===== config.mk =====
export PLATFORM = sky130hd
export DESIGN_NAME = id_ex_stage
export DESIGN_NICKNAME = d
export VERILOG_FILES = /design/src/rtl/pip_pkg.sv /design/src/rtl/id_ex_stage_fwd_mux.sv /design/src/rtl/id_ex_stage.sv
export SDC_FILE = /design/constraint.sdc
export NUM_CORES = 1
export LEC_CHECK = 0
export CORE_AREA = 5 5 113 126
export CTS_CLUSTER_SIZE = 30
export DETAILED_ROUTE_END_ITERATION = 10
export DIE_AREA = 0 0 118 131
export PLACE_DENSITY = 0.79
export SLEW_MARGIN = 10
export SYNTH_ARGS = -nofsm -noshare
export SYNTH_HDL_FRONTEND = slang
export SYNTH_SLANG_ARGS = --single-unit
export TNS_END_PERCENT = 5

===== constraint.sdc =====
create_clock -name clk -period 2.1 [get_ports clk]
set_input_delay 0.315 -clock clk [delete_from_list [all_inputs] [get_ports clk]]
set_output_delay 0.315 -clock clk [all_outputs]
set_load 0.01 [all_outputs]

===== src/rtl/pip_pkg.sv =====
// Shared pipeline encodings: ALU op codes, register index width, control bit positions.
package pip_pkg;

  localparam int REG_W  = 5;
  localparam int CTRL_W = 3;

  // ex_ctrl / id_ctrl layout is {regwrite, memtoreg, memwrite}
  localparam int CTRL_REGWRITE = 2;
  localparam int CTRL_MEMTOREG = 1;
  localparam int CTRL_MEMWRITE = 0;

  typedef enum logic [1:0] {
    ALU_ADD = 2'b00,
    ALU_SUB = 2'b01,
    ALU_OR  = 2'b10,
    ALU_SLT = 2'b11
  } alu_op_e;

endpackage


===== src/rtl/id_ex_stage_fwd_mux.sv =====
// Operand forwarding mux: picks EX/MEM result, then MEM/WB result, else the registered value.
module fwd_mux
  import pip_pkg::*;
#(
  parameter int DATA_W = 32
) (
  input  logic [REG_W-1:0]  idx_i,
  input  logic [DATA_W-1:0] reg_data_i,
  input  logic [REG_W-1:0]  exmem_rd_i,
  input  logic [DATA_W-1:0] exmem_result_i,
  input  logic [REG_W-1:0]  memwb_rd_i,
  input  logic [DATA_W-1:0] memwb_result_i,
  output logic [DATA_W-1:0] operand_o
);

  logic hit_exmem;
  logic hit_memwb;

  // r0 is hardwired, so it never takes a forwarded value
  assign hit_exmem = (idx_i != '0) && (idx_i == exmem_rd_i);
  assign hit_memwb = (idx_i != '0) && (idx_i == memwb_rd_i);

  assign operand_o = hit_exmem ? exmem_result_i :
                     hit_memwb ? memwb_result_i : reg_data_i;

endmodule


===== src/rtl/id_ex_stage.sv =====
// ID/EX pipeline register with load-use stall and operand forwarding.
// Define ID_EX_FWD_EN to enable forwarding; otherwise any RAW hazard stalls.
module id_ex_stage
  import pip_pkg::*;
#(
  parameter int DATA_W = 32
) (
  input  logic              clk,
  input  logic              reset,
  input  logic              id_valid,
  input  logic [4:0]        id_rs,
  input  logic [4:0]        id_rt,
  input  logic [4:0]        id_rd,
  input  logic [DATA_W-1:0] id_rs_data,
  input  logic [DATA_W-1:0] id_rt_data,
  input  logic [DATA_W-1:0] id_imm,
  input  logic [1:0]        id_alu_op,
  input  logic              id_alusrc,
  input  logic [2:0]        id_ctrl,
  input  logic              flush,
  input  logic              ex_hold,
  input  logic [4:0]        exmem_rd,
  input  logic [4:0]        memwb_rd,
  input  logic [DATA_W-1:0] exmem_result,
  input  logic [DATA_W-1:0] memwb_result,
  output logic              load_use_stall,
  output logic              ex_valid,
  output logic [DATA_W-1:0] alu_a,
  output logic [DATA_W-1:0] alu_b,
  output logic [1:0]        ex_alu_op,
  output logic [4:0]        ex_rd,
  output logic [DATA_W-1:0] ex_store_data,
  output logic [2:0]        ex_ctrl
);

  logic              valid_q, valid_d;
  logic [REG_W-1:0]  rs_q, rs_d, rt_q, rt_d, rd_q, rd_d;
  logic [DATA_W-1:0] rs_data_q, rs_data_d, rt_data_q, rt_data_d, imm_q, imm_d;
  alu_op_e           alu_op_q, alu_op_d;
  logic              alusrc_q, alusrc_d;
  logic [CTRL_W-1:0] ctrl_q, ctrl_d;

  logic [REG_W-1:0]  fwd_exmem_rd, fwd_memwb_rd;
  logic [DATA_W-1:0] rs_fwd, rt_fwd;
  logic              hazard;

`ifdef ID_EX_FWD_EN
  assign fwd_exmem_rd = exmem_rd;
  assign fwd_memwb_rd = memwb_rd;
  // Only a load in EX cannot be covered by forwarding
  assign hazard = valid_q && ctrl_q[CTRL_MEMTOREG] && (rd_q != '0) && id_valid &&
                  ((rd_q == id_rs) || (rd_q == id_rt));
`else
  logic rs_raw, rt_raw;
  logic unused_memwb_rd;

  // Forwarding disabled: tying the forward indices to r0 makes the muxes pass registered data
  assign fwd_exmem_rd    = '0;
  assign fwd_memwb_rd    = '0;
  assign unused_memwb_rd = ^memwb_rd;
  assign rs_raw = (id_rs != '0) &&
                  ((valid_q && ctrl_q[CTRL_REGWRITE] && (rd_q == id_rs)) || (exmem_rd == id_rs));
  assign rt_raw = (id_rt != '0) &&
                  ((valid_q && ctrl_q[CTRL_REGWRITE] && (rd_q == id_rt)) || (exmem_rd == id_rt));
  assign hazard = id_valid && (rs_raw || rt_raw);
`endif

  assign load_use_stall = hazard && !ex_hold;

  always_comb begin
    valid_d   = valid_q;
    rs_d      = rs_q;
    rt_d      = rt_q;
    rd_d      = rd_q;
    rs_data_d = rs_data_q;
    rt_data_d = rt_data_q;
    imm_d     = imm_q;
    alu_op_d  = alu_op_q;
    alusrc_d  = alusrc_q;
    ctrl_d    = ctrl_q;
    // Flush overrides hold; a stall inserts a bubble while ID waits
    if (flush || load_use_stall) begin
      valid_d   = 1'b0;
      rs_d      = '0;
      rt_d      = '0;
      rd_d      = '0;
      rs_data_d = '0;
      rt_data_d = '0;
      imm_d     = '0;
      alu_op_d  = ALU_ADD;
      alusrc_d  = 1'b0;
      ctrl_d    = '0;
    end else if (!ex_hold) begin
      valid_d   = id_valid;
      rs_d      = id_rs;
      rt_d      = id_rt;
      rd_d      = id_rd;
      rs_data_d = id_rs_data;
      rt_data_d = id_rt_data;
      imm_d     = id_imm;
      alu_op_d  = alu_op_e'(id_alu_op);
      alusrc_d  = id_alusrc;
      ctrl_d    = id_ctrl;
    end
  end

  always_ff @(posedge clk) begin
    if (reset) begin
      valid_q   <= 1'b0;
      rs_q      <= '0;
      rt_q      <= '0;
      rd_q      <= '0;
      rs_data_q <= '0;
      rt_data_q <= '0;
      imm_q     <= '0;
      alu_op_q  <= ALU_ADD;
      alusrc_q  <= 1'b0;
      ctrl_q    <= '0;
    end else begin
      valid_q   <= valid_d;
      rs_q      <= rs_d;
      rt_q      <= rt_d;
      rd_q      <= rd_d;
      rs_data_q <= rs_data_d;
      rt_data_q <= rt_data_d;
      imm_q     <= imm_d;
      alu_op_q  <= alu_op_d;
      alusrc_q  <= alusrc_d;
      ctrl_q    <= ctrl_d;
    end
  end

  fwd_mux #(.DATA_W(DATA_W)) u_fwd_rs (
    .idx_i          (rs_q),
    .reg_data_i     (rs_data_q),
    .exmem_rd_i     (fwd_exmem_rd),
    .exmem_result_i (exmem_result),
    .memwb_rd_i     (fwd_memwb_rd),
    .memwb_result_i (memwb_result),
    .operand_o      (rs_fwd)
  );

  fwd_mux #(.DATA_W(DATA_W)) u_fwd_rt (
    .idx_i          (rt_q),
    .reg_data_i     (rt_data_q),
    .exmem_rd_i     (fwd_exmem_rd),
    .exmem_result_i (exmem_result),
    .memwb_rd_i     (fwd_memwb_rd),
    .memwb_result_i (memwb_result),
    .operand_o      (rt_fwd)
  );

  assign ex_valid      = valid_q;
  assign ex_rd         = rd_q;
  assign ex_ctrl       = ctrl_q;
  assign ex_alu_op     = alu_op_q;
  assign alu_a         = rs_fwd;
  assign alu_b         = alusrc_q ? imm_q : rt_fwd;
  assign ex_store_data = rt_fwd;

endmodule


==> summary.txt, run 1 <==
Yosys
  – YS warnings: 0
  – Top post-synthesis cells by area: dfxtp_1 (49%), mux2i_1 (24%), nor2_1 (9.6%)
  – Post-synth cell types: 18
  – Mapped Cells: 422
  – Post-Syn Area: 4400 um2
  – Most frequently used flop master after synthesis: dfxtp_1
  – Sequential-to-total area share from yosys stat: 0.491
  – Synth Area per Inst: 10.4 um2
  – Synth Net Count: 618
  – Synth Register Bits: 108
  – Cell taking the most area after synthesis: dfxtp_1
  – EDFF count, synth: 0
  – Post-synth top area share: 0.491
  – Post-synth ARST share: 0

CTS
  – CTS tree: built
  – H-tree depth: 3
  – Max Root-Sink Buffers: 2
  – Clock Pin Slew Worst Setup and Hold Paths: 0.07 ns
  – Clk Latency, worst-skew pair: 0.34 ns
  – CTS root buf: clkbuf_16
  – TritonCTS Sinks: 108
  – CTS Hold Bufs: 0
  – Inserted Clock Buffers: 9

Timing
  – RSZ-0062 raised after global routing: true
  – Sum Neg Setup Slack: 0 ns
  – Final setup margin: 0.0437 ns
  – Slew margin rel.: 0.488
  – Final Critical Period: 2.06 ns
  – Fin. Hold Viols: 0
  – Max-slew violations: 0
  – Fin Clk Skew: 0.00804 ns
  – Finish-stage setup viols: 0
  – Fmax achieved: 0.486 GHz
  – Tightest Pin Transition: 0.768 ns
  – Hold_ws: 0.494 ns
  – Tcrit/Tclk final: 0.979

Floorplanning
  – Row Count: 44
  – Die height: 131 um
  – Width of the die: 118 um
  – DIE AREA: 15500 um2
  – Core area: 12900 um2
  – Starting Density: 0.342
  – I/O pin count: 304

Setup path
  – CP Cell Sequence: clkdlybuf4s50_1 -> or4_4 -> o21ai_2 -> o22ai_1 -> buf_2
  – CP required: 1.78 ns
  – Critical Path Start Type: input pin
  – Arr. time, crit path: 1.74 ns
  – CP endpoint kind: output port
  – Buffers & Inverters on Critical Path: 2
  – Crit. Startpoint: id_rt[1]
  – Delay-heaviest family, CP: buffers and inverters
  – RR Startpoint: ex_rd[4]
  – Slowest-stage cell, CP: or4_4
  – Critical path class: in2out
  – Max incr delay on CP: 0.56 ns
  – Worst Path Max Fanout: 2

Cells and area
  – Multi-input gate area: 2160 um2
  – Area Growth Syn to Fin: 68.3%
  – Most frequent cells in the layout: clkdlybuf4s50_1 (197), nor2_1 (113), mux2i_1 (107), dfxtp_1 (107), mux2_2 (32)
  – Share of layout cells above drive strength 1: 0.116
  – Area occupied by registers: 2170 um2
  – Antenna cell count: 0
  – Fin cells: 827
  – Commonest non-fill, non-tap cell in the layout: clkdlybuf4s50_1
  – Fillers: 1115
  – Fin nets: 857

Placed design
  – Buffers on Ports: 234
  – Gp weighted congestion: 0.802
  – DP HPWL: 9880 um
  – DP Cell Count: 808
  – DP Worst Slack: -0.341 ns

Drt
  – Remaining antenna violation count: 0
  – DR vias: 3868
  – First-pass detailed-route iteration total: 4
  – DRT Wirelength: 13400 um
  – Residual DRC: 0
  – Routed WL per cell: 16.2 um
  – 1st-iter DRT viols: 158
  – Via density per instance: 4.68

Hold path
  – HP Start: imm_q[30]
  – Hold Path Class: reg2reg

Global routing
  – All-Layer GR Usage: 0.166
  – First-pass GRT wire length: 21100 um
  – Initial antenna violation count: 0
  – Number of global-route vias before repair: 4072
  – GR Overflow Total: 0
  – Pin count of the biggest net entering global routing: 109

Power and ir drop
  – P per Cell Area: 637 nW/um2
  – Total Power: 0.00472 W
  – Leak: 3.45 nW
  – Worst vdd rail ir drop: 0.000382 V

Flow run
  – Max cap viols: 0

Run status
  – Status: completed
==> layer usage <==
| layer | GRT usage | up-vias | part of all wire |
|---|---|---|---|
| met1 | 0.196 | 1797 | 0.41 |
| met4 | 0.0425 | 0 | 0.0097 |
| met5 | 0 | - | 0 |
| met3 | 0.0598 | 12 | 0.083 |
| met2 | 0.291 | 152 | 0.50 |
| li1 | - | 1907 | - |
==> synth_stat cells (2+ instances only) <==
library cell and number:
or4_1 2, a22oi_1 2, nor3_1 2, o21ai_1 2, dfxtp_1 108, mux2_2 32
xor2_1 20, nor2_1 113, nor4_1 2, clkbuf_1 22, buf_4 2, mux2i_1 107
buf_2 3
==> metrics by stage <==
| step | area [um2] | util |
|---|---|---|
| finish | 7410 | 0.575 |
| detailed placement | 7020 | 0.545 |
| floorplan | 4400 | - |
| global placement | 7020 | 0.545 |
| global route | 7410 | 0.575 |
| CTS | 7370 | 0.572 |
==> registers in the layout, summed over array words and instances, names as in the netlist <==
| signal | count |
|---|---|
| ex_rd | 5 |
| rt_data_q | 32 |
| imm_q | 32 |
| rs_data_q | 32 |
| ex_valid | 1 |
| alusrc_q | 1 |
| ex_alu_op | 2 |
| ex_ctrl | 3 |
==> worst register-to-register path, stage by stage, from the launching register on <==
cell and delay, ns:
dfxtp_1 0.36, xor2_1 0.18, nor4_1 0.29, a22oi_1 0.14, buf_4 0.17, o221ai_4 0.22
buf_4 0.33, nor2_1 0.10
==> cells by family (layout without fill, tap and decap cells) <==
family / count (synthesis) / count (layout) / share of synthesized area
simple gates: 121 / 121 / 0.107
flops: 108 / 108 / 0.491
xor+xnor: 20 / 20 / 0.0398
compound gates: 7 / 7 / 0.0116
mux: 139 / 139 / 0.325
buf+inv: 27 / 271 / 0.0256
==> worst paths after layout <==
kind | end | slack, ns | cells past startpoint
worst min-delay path | imm_q[30] | 0.49 | 2
worst max register to register | rs_data_q[2] | 0.20 | 7
worst max-delay path | load_use_stall | 0.04 | 5
worst min register to register | imm_q[30] | 0.49 | 2
==> cell type report <==
cell class                 instances  area share
sequential                       108       0.292
timing repair buffer             255       0.347
clock inverter                     6      0.0105
multi-input combinational        287       0.291
clock buffer                      10      0.0322
tap                              161      0.0272
==> where the power goes <==
group	internal (W)	switching, W
logic	0.000484	0.000295
clock network	0.000984	0.000799
registers	0.00212	0.0000447
total	0.00358	0.00114
==> repair_timing <==
action	in CTS	in global routing
pin swaps	2	0
setup endpoints to repair	32	18
cloned	1	0
resized for setup	29	17
buffers inserted	2	0
Power figures use the tool's default switching activity.
==> run 2, diff against run 1 <==
--- a/config.mk
+++ b/config.mk
@@ -5,11 +5,10 @@
 export SDC_FILE = /design/constraint.sdc
 export NUM_CORES = 1
 export LEC_CHECK = 0
-export CORE_AREA = 5 5 113 126
+export CORE_AREA = 5 5 133 148
 export CTS_CLUSTER_SIZE = 30
 export DETAILED_ROUTE_END_ITERATION = 10
-export DIE_AREA = 0 0 118 131
-export PLACE_DENSITY = 0.79
+export DIE_AREA = 0 0 138 153
 export SLEW_MARGIN = 10
 export SYNTH_ARGS = -nofsm -noshare
 export SYNTH_HDL_FRONTEND = slang
==> summary.txt, run 2 (synthesis results as in run 1) <==
Drt
  – Remaining antenna violation count: 0 (unchanged)
  – First-pass detailed-route iteration total: 3 (-1)
  – DR vias: 3873 (+0.13%)
  – 1st-iter DRT viols: 68 (-57%)
  – Residual DRC: 0 (unchanged)
  – Routed WL per cell: 15.4 um (-5.4%)
  – DRT Wirelength: 13900 um (+3.8%)
  – Via density per instance: 4.27 (-8.7%)

Placed design
  – Buffers on Ports: 234 (unchanged)
  – Gp weighted congestion: 0.837 (+4.4%)
  – DP HPWL: 10200 um (+3.3%)

Floorplanning
  – I/O pin count: 304 (unchanged)
  – Core area: 18100 um2 (+40%)
  – Die height: 153 um (+17%)
  – Starting Density: 0.243 (-0.0984)
  – Row Count: 52 (+18%)
  – DIE AREA: 21100 um2 (+37%)
  – Width of the die: 138 um (+17%)

Setup path
  – CP endpoint kind: output port
  – Reg2Reg Depth: 9 (+2)
  – Worst Path Max Fanout: 25 (+23)
  – Critical path class: reg2out
  – Crit. Startpoint: alusrc_q
  – RR Startpoint: ex_rd[0]
  – Arr. time, crit path: 1.74 ns (about the same)
  – Critical Path Start Type: flop
  – Reg-to-reg setup timing slack: 0.12 ns (-0.08 ns)
  – RR Endpoint: imm_q[30]
  – CP required: 1.78 ns (about the same)

Timing
  – Fin. Hold Viols: 0 (unchanged)
  – Final Critical Period: 2.05 ns (-0.00255 ns)
  – Sum Neg Setup Slack: 0 ns (unchanged)
  – Slew margin rel.: 0.391 (-0.0977)
  – Tightest Pin Transition: 0.914 ns (+0.147 ns)
  – RSZ-0062 raised after global routing: true
  – Tcrit/Tclk final: 0.978 (-0.00122)
  – Finish-stage setup viols: 0 (unchanged)
  – Fin Clk Skew: 0.00967 ns (+0.00163 ns)
  – Fmax achieved: 0.487 GHz (+0.12%)
  – Max-slew violations: 0 (unchanged)

Hold path
  – Hold Path Depth: 4 (+2)
  – HP Start: ex_hold
  – Hold endpoint: ex_valid
  – Hold Path Class: in2reg

Power and ir drop
  – Total Power: 0.00464 W (-1.8%)
  – Worst vdd rail ir drop: 0.000330 V (-14%)
  – P per Cell Area: 615 nW/um2 (-3.4%)
  – Leak: 3.42 nW (-0.88%)

Cells and area
  – Most frequent cells in the layout: clkdlybuf4s50_1 (205), nor2_1 (113), mux2i_1 (107), dfxtp_1 (106), mux2_2 (32)
  – Fin nets: 855 (-0.23%)
  – Share of layout cells above drive strength 1: 0.117 (+0.00185)
  – Commonest non-fill, non-tap cell in the layout: clkdlybuf4s50_1
  – Antenna cell count: 0 (unchanged)
  – Area Growth Syn to Fin: 71.1%
  – Final core occ: 0.417 (-0.159)
  – Top flop regs: imm_q x32, rs_data_q x32, rt_data_q x32

CTS
  – Max Root-Sink Buffers: 2 (unchanged)
  – CTS Hold Bufs: 0 (unchanged)
  – Inserted Clock Buffers: 9 (unchanged)
  – CTS tree: built
  – TritonCTS Sinks: 108 (unchanged)
  – H-tree depth: 3 (unchanged)
  – Clk Latency, worst-skew pair: 0.35 ns (about the same)
  – CTS root buf: clkbuf_16
  – Clock Pin Slew Worst Setup and Hold Paths: 0.07 ns (about the same)

Global routing
  – Initial antenna violation count: 0 (unchanged)
  – Number of global-route vias before repair: 4124 (+1.3%)
  – All-Layer GR Usage: 0.126 (-0.0400)
  – First-pass GRT wire length: 22000 um (+4.2%)
  – GR Overflow Total: 0 (unchanged)
  – Pin count of the biggest net entering global routing: 109 (unchanged)

Flow run
  – Max cap viols: 0 (unchanged)

Run status
  – Status: completed
run 2: repair_timing:
item | CTS | global route
pin swaps | 3 | 2
resized for setup | 18 | 21
cloned | 0 | 1
endpoints found under the setup margin | 7 | 95
setup buffers | 1 | 1
run 2: critical path, cell delays in order, from the launching register on:
cell and delay, ns:
dfxtp_2 0.36, buf_12 0.20, mux2_2 0.35, clkdlybuf4s50_1 0.48
run 2: routing by layer:
metal	part of all wire	GRT usage	vias to the layer above
met5	0	0	-
met1	0.42	0.147	1796
li1	-	-	1904
met3	0.085	0.0569	20
met2	0.47	0.207	153
met4	0.019	0.0428	0
run 2: cell type report:
class,count,area [um2]
multi-input cells,287,2170
clock inverters,6,51.3
repair buffers,253,2610
fillers,1821,10600
flip-flops and latches,108,2160
well taps,243,304
clock buffers,10,239
run 2: through the flow:
step | cells | instance area, um2 | setup slack, ns | hold WS (ns)
3_5_place_dp | 888 | 7130 | -0.378 | 0.483
6_report | 907 | 7540 | 0.0462 | 0.370
2_1_floorplan | 422 | 4400 | 0.336 | 0.458
5_1_grt | 907 | 7540 | -0.0701 | 0.403
3_3_place_gp | 888 | 7130 | -0.348 | 0.467
4_1_cts | 905 | 7430 | -0.00633 | 0.356
run 2: how the worst max path moves through the flow:
stage,slack [ns],to,depth (start not counted)
CTS,-0.006,alu_b[29],3
finish,0.05,alu_b[23],3
floorplan,0.34,rs_data_q[10],7
detailed placement,-0.38,load_use_stall,6
global placement,-0.35,load_use_stall,6
global route,-0.07,load_use_stall,6
run 2: where the power goes:
part | total, W | switching (W) | internal [W]
clock | 0.00168 | 0.000819 | 0.000863
sequential | 0.00216 | 0.0000441 | 0.00212
combinational | 0.000795 | 0.000298 | 0.000497
total | 0.00464 | 0.00116 | 0.00348
==> run 3, diff against run 2 <==
--- a/config.mk
+++ b/config.mk
@@ -5,10 +5,11 @@
 export SDC_FILE = /design/constraint.sdc
 export NUM_CORES = 1
 export LEC_CHECK = 0
-export CORE_AREA = 5 5 133 148
+export ABC_AREA = 1
+export CORE_AREA = 5 5 136 151
 export CTS_CLUSTER_SIZE = 30
 export DETAILED_ROUTE_END_ITERATION = 10
-export DIE_AREA = 0 0 138 153
+export DIE_AREA = 0 0 141 156
 export SLEW_MARGIN = 10
 export SYNTH_ARGS = -nofsm -noshare
 export SYNTH_HDL_FRONTEND = slang
==> summary.txt, run 3 <==
Setup path
  – Worst Path Max Fanout: 50 (+100%)
  – CP required: 1.78 ns (about the same)
  – Critical path class: reg2out
  – Critical Path Start Type: flop
  – CP endpoint kind: output port
  – CP Cell Sequence: buf_12 -> nand2_1 -> o21ai_0 -> clkdlybuf4s50_1
  – Max incr delay on CP: 0.58 ns (+0.10 ns)
  – Arr. time, crit path: 1.74 ns (about the same)
  – Slowest-stage cell, CP: clkdlybuf4s50_1

Drt
  – 1st-iter DRT viols: 171 (+150%)
  – Remaining antenna violation count: 0 (unchanged)
  – Via density per instance: 4.05 (-5.2%)
  – DRT Wirelength: 14900 um (+6.8%)
  – Residual DRC: 0 (unchanged)
  – First-pass detailed-route iteration total: 4 (+1)
  – Routed WL per cell: 13.8 um (-9.9%)
  – DR vias: 4350 (+12%)

Timing
  – Hold_ws: 0.312 ns (-0.0578 ns)
  – Fin Clk Skew: 0.0112 ns (+0.00155 ns)
  – Max-slew violations: 0 (unchanged)
  – Tightest Pin Transition: 0.777 ns (-0.137 ns)
  – Tcrit/Tclk final: 0.979 (+0.00111)
  – Fin. Hold Viols: 0 (unchanged)
  – Fmax achieved: 0.486 GHz (-0.11%)
  – RSZ-0062 raised after global routing: true
  – Final Critical Period: 2.06 ns (+0.00233 ns)
  – Slew margin rel.: 0.482 (+0.0917)
  – Finish-stage setup viols: 0 (unchanged)

Cells and area
  – Area Growth Syn to Fin: 65.0%
  – Top flop regs: imm_q x32, rs_data_q x32, rt_data_q x32
  – Most frequent cells in the layout: clkdlybuf4s50_1 (226), nor2_1 (126), nand2_1 (121), dfxtp_1 (107), mux2i_1 (70)
  – Fin nets: 1019 (+19%)
  – Antenna cell count: 0 (unchanged)
  – Share of layout cells above drive strength 1: 0.0447 (-0.0728)
  – Final core occ: 0.402 (-0.0148)
  – Commonest non-fill, non-tap cell in the layout: clkdlybuf4s50_1
  – Design area: 7570 um2 (+0.42%)

Yosys
  – Post-synth top area share: 0.471 (-0.0194)
  – Cell taking the most area after synthesis: dfxtp_1
  – Mapped Cells: 596 (+41%)
  – Synth Net Count: 792 (+28%)
  – EDFF count, synth: 0 (unchanged)
  – Top post-synthesis cells by area: dfxtp_1 (47%), mux2i_1 (15%), nor2_1 (10%)
  – Synth Register Bits: 108 (unchanged)
  – Count leader, synth: nor2_1
  – Post-synth cell types: 16 (-2)
  – Sequential-to-total area share from yosys stat: 0.471 (-0.0194)
  – YS warnings: 0 (unchanged)
  – Most frequently used flop master after synthesis: dfxtp_1
  – Synth Area per Inst: 7.69 um2 (-26%)
  – Post-synth ARST share: 0 (unchanged)
  – Post-Syn Area: 4590 um2 (+4.1%)
  – Synth top cells by count: nor2_1 (126), nand2_1 (121), dfxtp_1 (108)

Global routing
  – Number of global-route vias before repair: 4047 (-1.9%)
  – All-Layer GR Usage: 0.129 (+0.00221)
  – Pin count of the biggest net entering global routing: 146 (+34%)
  – GR Overflow Total: 0 (unchanged)
  – First-pass GRT wire length: 22300 um (+1.3%)
  – Initial antenna violation count: 0 (unchanged)

CTS
  – H-tree depth: 3 (unchanged)
  – Clk Latency, worst-skew pair: 0.35 ns (about the same)
  – Max Root-Sink Buffers: 2 (unchanged)
  – TritonCTS Sinks: 108 (unchanged)
  – CTS Hold Bufs: 0 (unchanged)
  – Clock Pin Slew Worst Setup and Hold Paths: 0.07 ns (about the same)
  – CTS root buf: clkbuf_16
  – CTS tree: built
  – Inserted Clock Buffers: 9 (unchanged)

Power and ir drop
  – Logic pwr share: 0.172 (about the same)
  – Sequential power share: 0.446 (-0.020)
  – Worst vdd rail ir drop: 0.000348 V (+5.5%)
  – Clk pwr share: 0.382 (+0.019)
  – Leak: 3.22 nW (-5.7%)
  – Net load switching power: 0.00118 W (+2.0%)
  – Total Power: 0.00485 W (+4.5%)
  – Power Internal: 0.00366 W (+5.3%)
  – P per Cell Area: 640 nW/um2 (+4.1%)
  – Switching Share: 0.244 (-0.00594)

Placed design
  – DP HPWL: 11000 um (+7.9%)
  – Buffers on Ports: 234 (unchanged)
  – Dpl cell area: 7250 um2 (+1.6%)
  – Gp weighted congestion: 0.765 (-8.6%)

Floorplanning
  – Starting Density: 0.243 (about the same)
  – Die height: 156 um (+2.0%)
  – Width of the die: 141 um (+2.2%)
  – I/O pin count: 304 (unchanged)
  – DIE AREA: 22000 um2 (+4.2%)
  – Core area: 18800 um2 (+4.1%)
  – Row Count: 53 (+1.9%)

Flow run
  – Max cap viols: 0 (unchanged)

Run status
  – Status: completed

Hold path
  – Hold Path Class: in2reg
-- run 3: changes by cell type after synthesis, moves of 3 or more --
| cell | delta |
|---|---|
| o21ai_0 | +69 |
| xor2_1 | -19 |
| mux2_2 | -32 |
| nor2_1 | +13 |
| clkbuf_1 | -4 |
| nand2_1 | +120 |
| inv_1 | +54 |
| mux2i_1 | -37 |
| buf_2 | +10 |
| nand3_1 | +6 |
| buf_6 | +3 |
-- run 3: routing by layer --
metal	up-vias	wire [um]	GRT usage
met1	1913	6160	0.150
met2	115	7450	0.222
met4	0	192	0.0369
li1	2312	-	-
met5	-	0	0
met3	10	1070	0.0481
-- run 3: critical path: cells and delay by family, from the launching register on --
kind                   cells  cell delay, ns
AO/OA/AOI/OAI              1            0.10
buffers and inverters      2            0.81
AND/OR/NAND/NOR            1            0.07
flip-flops                 1            0.40
-- run 3: worst paths after layout --
| check | slack, ns | startpoint | cells after the start | end |
|---|---|---|---|---|
| max | 0.04 | alusrc_q | 4 | alu_b[24] |
| max reg2reg | 0.37 | ex_rd[4] | 13 | rs_data_q[10] |
| min reg2reg | 0.51 | imm_q[1] | 2 | imm_q[1] |
| min | 0.31 | ex_hold | 4 | ex_valid |
-- run 3: layout make-up --
type	count	area (um2)
Clock buffer	10	229
Multi-Input combinational cell	399	2060
Clock inverter	6	88.8
Timing Repair Buffer	250	2510
Tap cell	247	309
Inverter	55	206
Sequential cell	108	2170
Fill cell	1939	11300
-- run 3: cell families after synthesis --
kind of cell	after synthesis	share of synthesized area
and+or+nand+nor	256	0.212
DFF	108	0.471
buffers and inverters	89	0.0813
AOI/OAI and AO/OA	70	0.0764
muxes	70	0.153
xor gates and xnor gates	3	0.00573
-- run 3: through the flow --
step	std cells	setup slack, ns	TNS [ns]
detailed placement	1059	-0.286	-7.25
floorplan	596	0.644	0
global placement	1059	-0.284	-5.94
CTS	1075	0.00544	0
finish	1075	0.0439	0
global route	1075	-0.0788	-0.703
-- run 3: power by group through the flow --
stage | Sequential, W | Combinational (W) | Clock [W]
6_report | 0.00216 | 0.000833 | 0.00185
5_1_grt | 0.00217 | 0.000908 | 0.00202
4_1_cts | 0.00216 | 0.000848 | 0.00193
3_5_place_dp | 0.00221 | 0.000846 | 0
3_3_place_gp | 0.00221 | 0.000842 | 0
2_1_floorplan | 0.00223 | 0.000322 | 0
-- run 3: timing repair --
| item | in CTS | in global routing |
|---|---|---|
| buffers inserted | 0 | 0 |
| setup endpoints to repair | 23 | 23 |
| resized for setup | 8 | 3 |
| pin swaps | 0 | 0 |
